## src/rtl/mtm_alu_deserializer_if.sv

```systemverilog
// Result bus from the mtm_Alu serial input stage to the ALU core:
// operands/opcode/error flags with a valid/ready handshake plus an overrun pulse.
`timescale 1ns/1ps
interface mtm_alu_deserializer_if;
  logic [31:0] a_o;
  logic [31:0] b_o;
  logic [2:0]  op_o;
  logic [2:0]  err_o;
  logic        valid_o;
  logic        ready_i;
  logic        overrun_o;

  modport master (
    output a_o, b_o, op_o, err_o, valid_o, overrun_o,
    input  ready_i
  );

  modport slave (
    input  a_o, b_o, op_o, err_o, valid_o, overrun_o,
    output ready_i
  );
endinterface

```

## src/rtl/mtm_alu_deserializer.sv

```systemverilog
// mtm_Alu serial input stage: reassembles 11-bit frames into {B,A,OP},
// checks packet length, CRC4 and opcode, and presents a result via valid/ready.
`timescale 1ns/1ps
module mtm_alu_deserializer #(
  parameter logic [3:0] CRC_INIT = 4'h0
) (
  input  logic                          clk,
  input  logic                          rst,
  input  logic                          sin,
  mtm_alu_deserializer_if.master        bus
);

  typedef enum logic [1:0] {S_IDLE, S_TYPE, S_DATA, S_STOP} state_t;

  localparam logic [2:0] ERR_DATA = 3'b100;
  localparam logic [2:0] ERR_CRC  = 3'b010;
  localparam logic [2:0] ERR_OP   = 3'b001;

  // Serial CRC4, x^4+x+1, consuming the top n bits of 'bits' MSB first.
  function automatic logic [3:0] crc4_shift(input logic [3:0] crc, input logic [7:0] bits,
                                            input int unsigned n);
    logic [3:0] c;
    logic [7:0] d;
    logic       fb;
    c = crc;
    d = bits;
    for (int unsigned i = 0; i < n; i++) begin
      fb = c[3] ^ d[7];
      c  = {c[2:0], 1'b0} ^ {2'b00, fb, fb};
      d  = {d[6:0], 1'b0};
    end
    return c;
  endfunction

  state_t      state_q, state_d;
  logic [2:0]  bitcnt_q, bitcnt_d;
  logic [7:0]  byte_q, byte_d;
  logic        type_q, type_d;
  logic [63:0] ba_q, ba_d;
  logic [3:0]  cnt_q, cnt_d;
  logic [3:0]  crc_q, crc_d;
  logic [31:0] a_q, a_d;
  logic [31:0] b_q, b_d;
  logic [2:0]  op_q, op_d;
  logic [2:0]  err_q, err_d;
  logic        valid_q, valid_d;
  logic        overrun_q, overrun_d;

  logic [2:0]  ctl_op;
  logic [3:0]  ctl_crc;
  logic [2:0]  ctl_err;
  logic        xfer;

  // Packet verdict from the CTL byte; only consumed when a CTL stop bit is good.
  always_comb begin
    ctl_op  = byte_q[6:4];
    ctl_crc = crc4_shift(crc_q, {1'b1, ctl_op, 4'b0000}, 4);
    ctl_err = '0;
    if (cnt_q != 4'd8) begin
      ctl_err = ERR_DATA;
    end else if (ctl_crc != byte_q[3:0]) begin
      ctl_err = ERR_CRC;
    end else begin
      case (ctl_op)
        3'b000, 3'b001, 3'b100, 3'b101: ctl_err = '0;
        default:                        ctl_err = ERR_OP;
      endcase
    end
  end

  assign xfer = valid_q & bus.ready_i;

  always_comb begin
    state_d   = state_q;
    bitcnt_d  = bitcnt_q;
    byte_d    = byte_q;
    type_d    = type_q;
    ba_d      = ba_q;
    cnt_d     = cnt_q;
    crc_d     = crc_q;
    a_d       = a_q;
    b_d       = b_q;
    op_d      = op_q;
    err_d     = err_q;
    valid_d   = valid_q;
    overrun_d = 1'b0;

    if (xfer) begin
      valid_d = 1'b0;
    end

    case (state_q)
      S_IDLE: begin
        if (!sin) begin
          state_d = S_TYPE;
        end
      end
      S_TYPE: begin
        type_d   = sin;
        bitcnt_d = '0;
        state_d  = S_DATA;
      end
      S_DATA: begin
        byte_d   = {byte_q[6:0], sin};
        bitcnt_d = bitcnt_q + 3'd1;
        if (bitcnt_q == 3'd7) begin
          state_d = S_STOP;
        end
      end
      S_STOP: begin
        state_d = S_IDLE;
        if (!sin) begin
          cnt_d = '0;
          crc_d = CRC_INIT;
        end else if (!type_q) begin
          if (cnt_q < 4'd8) begin
            ba_d  = {ba_q[55:0], byte_q};
            crc_d = crc4_shift(crc_q, byte_q, 8);
          end
          if (cnt_q != 4'd9) begin
            cnt_d = cnt_q + 4'd1;
          end
        end else begin
          cnt_d = '0;
          crc_d = CRC_INIT;
          // A pending result that is not leaving this cycle wins; the new one is dropped.
          if (valid_q && !bus.ready_i) begin
            overrun_d = 1'b1;
          end else begin
            valid_d = 1'b1;
            err_d   = ctl_err;
            if (ctl_err == 3'b000) begin
              b_d  = ba_q[63:32];
              a_d  = ba_q[31:0];
              op_d = ctl_op;
            end else begin
              b_d  = '0;
              a_d  = '0;
              op_d = '0;
            end
          end
        end
      end
      default: state_d = S_IDLE;
    endcase
  end

  always_ff @(posedge clk or posedge rst) begin
    if (rst) begin
      state_q   <= S_IDLE;
      bitcnt_q  <= '0;
      byte_q    <= '0;
      type_q    <= 1'b0;
      ba_q      <= '0;
      cnt_q     <= '0;
      crc_q     <= CRC_INIT;
      a_q       <= '0;
      b_q       <= '0;
      op_q      <= '0;
      err_q     <= '0;
      valid_q   <= 1'b0;
      overrun_q <= 1'b0;
    end else begin
      state_q   <= state_d;
      bitcnt_q  <= bitcnt_d;
      byte_q    <= byte_d;
      type_q    <= type_d;
      ba_q      <= ba_d;
      cnt_q     <= cnt_d;
      crc_q     <= crc_d;
      a_q       <= a_d;
      b_q       <= b_d;
      op_q      <= op_d;
      err_q     <= err_d;
      valid_q   <= valid_d;
      overrun_q <= overrun_d;
    end
  end

  assign bus.a_o       = a_q;
  assign bus.b_o       = b_q;
  assign bus.op_o      = op_q;
  assign bus.err_o     = err_q;
  assign bus.valid_o   = valid_q;
  assign bus.overrun_o = overrun_q;

endmodule

```

## src/flat_wrapper.sv

```systemverilog
// flat-port wrapper written by rule: the top's interface ports become plain ports
module mtm_alu_deserializer_flat 
#(
  parameter logic [3:0] CRC_INIT = 4'h0
)
  (clk, rst, sin, bus_a_o, bus_b_o, bus_op_o, bus_err_o, bus_valid_o, bus_overrun_o, bus_ready_i);
  mtm_alu_deserializer_if bus_i ();
  input  logic clk;
  input  logic rst;
  input  logic sin;
  output wire logic [$bits(bus_i.a_o)-1:0] bus_a_o;
  output wire logic [$bits(bus_i.b_o)-1:0] bus_b_o;
  output wire logic [$bits(bus_i.op_o)-1:0] bus_op_o;
  output wire logic [$bits(bus_i.err_o)-1:0] bus_err_o;
  output wire logic [$bits(bus_i.valid_o)-1:0] bus_valid_o;
  output wire logic [$bits(bus_i.overrun_o)-1:0] bus_overrun_o;
  input wire logic [$bits(bus_i.ready_i)-1:0] bus_ready_i;
  assign bus_a_o = bus_i.a_o;
  assign bus_b_o = bus_i.b_o;
  assign bus_op_o = bus_i.op_o;
  assign bus_err_o = bus_i.err_o;
  assign bus_valid_o = bus_i.valid_o;
  assign bus_overrun_o = bus_i.overrun_o;
  assign bus_i.ready_i = bus_ready_i;
  mtm_alu_deserializer #(.CRC_INIT(CRC_INIT)) u_core (.clk(clk), .rst(rst), .sin(sin), .bus(bus_i));
endmodule
```

## config.mk

```make
export PLATFORM = sky130hd
export DESIGN_NAME = mtm_alu_deserializer_flat
export DESIGN_NICKNAME = d
export VERILOG_FILES = /design/src/rtl/mtm_alu_deserializer_if.sv /design/src/rtl/mtm_alu_deserializer.sv /design/src/flat_wrapper.sv
export SDC_FILE = /design/constraint.sdc
export NUM_CORES = 1
export LEC_CHECK = 0
export ABC_AREA = 1
export BUFFER_PORTS_ARGS = -buffer_cell sky130_fd_sc_hd__buf_2
export CAP_MARGIN = 10
export CORE_ASPECT_RATIO = 1.1
export CORE_MARGIN = 2
export CORE_UTILIZATION = 35
export DETAILED_ROUTE_END_ITERATION = 12
export PLACE_DENSITY = 0.6
export SLEW_MARGIN = 20
export SYNTH_ARGS = -nofsm -noshare
export SYNTH_HDL_FRONTEND = slang
export SYNTH_SLANG_ARGS = --single-unit
```

## constraint.sdc

```tcl
create_clock -name clk -period 12.1 [get_ports clk]
set_input_delay 1.815 -clock clk [delete_from_list [all_inputs] [get_ports clk]]
set_output_delay 1.815 -clock clk [all_outputs]
set_load 0.02 [all_outputs]
```

==> flow_summary.toml <==
[status]
status = "finished, final reports clean"

[synth]
synth_cells = 750
synth_edf_count = 0
synth_area_leaders = "dfrtp_1, nand2_1, nand4_1, o21ai_0, inv_1"
yosysSeqAreaShare_pct = 59.4
synth-seq-cells = 158
syn_nets = 764
yosys_warnings = 0
synth_cell_types = 25
yosys.area.top_type = "dfrtp_1"
synth_flop_cell = "dfrtp_1"
ys_top_cells_by_count = "nand2_1, dfrtp_1, nand4_1, o21ai_0, inv_1"
synth.most_common_cell = "nand2_1"
syn_area_sq_um = 6660
async_flop_share_pct = 100
synth.avg_cell_area_sq_um = 8.88
synth_top_area_share_pct = 59.4

[cts]
ctsHoldBuffers = 0
cts_buffers = 17
post_cts_buffers = 0
cts_sinks = 158
clkTransAtPathRegs_ns = 0.06
htree_levels = 4
worstSkewPairLatency_ns = 0.43
ctsResizeCount = 0
clockBufferDepth = 2
cts-root-buf = "clkbuf_16"
cts_tree = "yes"

[routing]
wl_per_cell_microns = 14.2
wl_mm = 15.1
vias = 4984
drt-pass1-iter-count = 4
drc_errors = 0
vias_per_cell = 4.69
ant_nets = 0
drtIter0Drc = 379

[pwr]
p_leak_nw = 4.23
peakVddDrop_v = 0.000116
power_density_nw_per_um2 = 240

[sta]
setup_viol = 0
setup_slack_ns = 8.78
worstMarginPinSlew_ns = 1.07
fin_crit_ns = 3.32
finalMaxSlewViolations = 0
fmax_mhz = 301
hold_viol_final = 0
maxSlewHeadroom_pct = 28.5
min_period_over_period_pct = 27.5
rsz0062_at_grt = "false"
finalClockSkew_ns = 0.0112
finalSetupTns_ns = 0

[hold_path]
hold_class = "flop to flop"
min_path_cells = 2
hold_path.startpoint = "u_core.bus.b_o[11]"
min_to = "u_core.bus.b_o[11]"

[worst_setup_path]
path_max_fanout = 71
critPathCaptureType = "flop"
cp-start-kind = "primary input"
crit_slowest_cell = "inv_2"
path_buf_inv = 3
cp_top_family = "buffers and inverters"
crit_type = "primary input to flop"
rrSetupSlack_ns = 9.54
path_cells = "buf_2 -> nand2_1 -> nor3_4 -> buf_4 -> inv_2 -> nand2_1 -> o21ai_0"
cpMostUsedCell = "nand2_1"
arrival_ns = 3.58
cp.depth = 7
rr_worst_depth = 10
rr_startpoint = "u_core.byte_q[6]"
reg2reg_to = "u_core.bus.a_o[0]"
required_ns = 12.35
slowest_delay_ns = 0.56

[cells_and_area]
area_growth_pct = 16.7
fill_cells = 1866
diodes = 0
drive_above_1_share_pct = 14.9
fin_cells = 1062
nets = 821
final_area_sq_um = 7770

[global_routing]
antenna_found_initial = 0
grt_overflow = 0
grt_pass1_wl_mm = 25.1
grt_max_degree = 89
grt_pass1_vias = 4834
track_usage_pct = 15.9

[floorplan]
die_w_microns = 136
core_sq_um = 18500
rows = 52
start_util_pct = 35.9
io_pins = 76
die_y_microns = 149
dieArea_sq_um = 20100

[placed_design]
dpl.cell_count = 1031
port_buffers = 75
dp_hpwl_mm = 9.62
pre_cts_ws_ns = 8.32
postPlaceCellArea_sq_um = 7200
gp_congestion = 0.753

[flow_run]
drv_cap = 0
final cells by class:
class / count / area, sq um / area share, %
Sequential cell: 158 / 3950 / 50.9
Multi-Input combinational cell: 497 / 2320 / 29.8
Clock buffer: 22 / 464 / 5.97
Timing Repair Buffer: 81 / 420 / 5.41
Tap cell: 243 / 304 / 3.91
Inverter: 52 / 200 / 2.58
Clock inverter: 9 / 110 / 1.42
flip-flops by register name, indices dropped and copies added (netlist names), 4 cells and up:
signal / count
u_core.crc_q: 4
u_core.cnt_q: 4
u_core.byte_q: 8
u_core.bus.b_o: 32
u_core.ba_q: 64
u_core.bus.a_o: 32
cells by family after synthesis:
family / after synthesis / share of synthesized area (%)
and+or+nand+nor: 419 / 26.9
xor gates and xnor gates: 7 / 1.03
AOI/OAI and AO/OA: 61 / 4.68
adders and majority gates: 10 / 1.88
DFF: 158 / 59.4
buffers and inverters: 95 / 6.09
metal layers:
layer / share of wire (%) / global-route usage, % / up-vias / routed length, microns
met5: 0 / 0 / - / 0
met3: 3.6 / 4.26 / 17 / 536
met4: 1.5 / 5.16 / 0 / 221
met2: 49 / 25.2 / 80 / 7330
met1: 46 / 21.2 / 2357 / 7010
li1: - / - / 2530 / -
worst min-delay path, stage by stage (launching register included):
cell,delay [ns]
dfrtp_1,0.34
nand2_1,0.05
nand2_1,0.05
power by group:
group	leakage (nW)	internal, mW	switching [mW]	total [mW]
clock network	0.273	0.314	0.211	0.525
registers	2.14	0.652	0.110	0.763
logic	1.82	0.155	0.425	0.580
total	4.23	1.12	0.747	1.87
metrics by stage:
step           power, mW  util [%]  hold WS [ns]
2_1_floorplan       1.22         -         0.442
3_3_place_gp        1.34      38.8         0.460
3_5_place_dp        1.35      38.8         0.461
4_1_cts             1.88      41.9         0.477
5_1_grt             2.01      41.9         0.490
6_report            1.87      41.9         0.470
cell usage in the layout (no fill, tap or decap), types with 2 or more instances in the layout:
master / synthesis / layout
clkbuf_8: 0 / 2
o21ai_0: 56 / 56
clkbuf_1: 24 / 3
buf_2: 9 / 75
nor2_1: 12 / 12
nand3_1: 16 / 16
clkbuf_16: 0 / 17
inv_1: 47 / 46
clkinvlp_4: 0 / 3
clkinv_2: 0 / 2
nand4_1: 66 / 66
nor3_4: 0 / 2
a21oi_1: 3 / 3
bufinv_16: 0 / 2
nand2_1: 318 / 318
xor2_1: 5 / 5
ha_1: 10 / 10
inv_2: 5 / 5
inv_6: 0 / 2
dfrtp_1: 158 / 158
nor2_4: 2 / 2
buf_4: 6 / 6
how the worst max path moves through the flow:
stage | from | end | slack, ns
after floorplan | rst | u_core.ba_q[0] | 6.02
after global placement | sin | u_core.ba_q[29] | 8.39
after detailed placement | sin | u_core.ba_q[31] | 8.32
after CTS | sin | u_core.ba_q[31] | 8.76
after global routing | sin | u_core.ba_q[30] | 8.55
final | sin | u_core.ba_q[31] | 8.78
No activity file was read; power rests on OpenSTA's default activity.
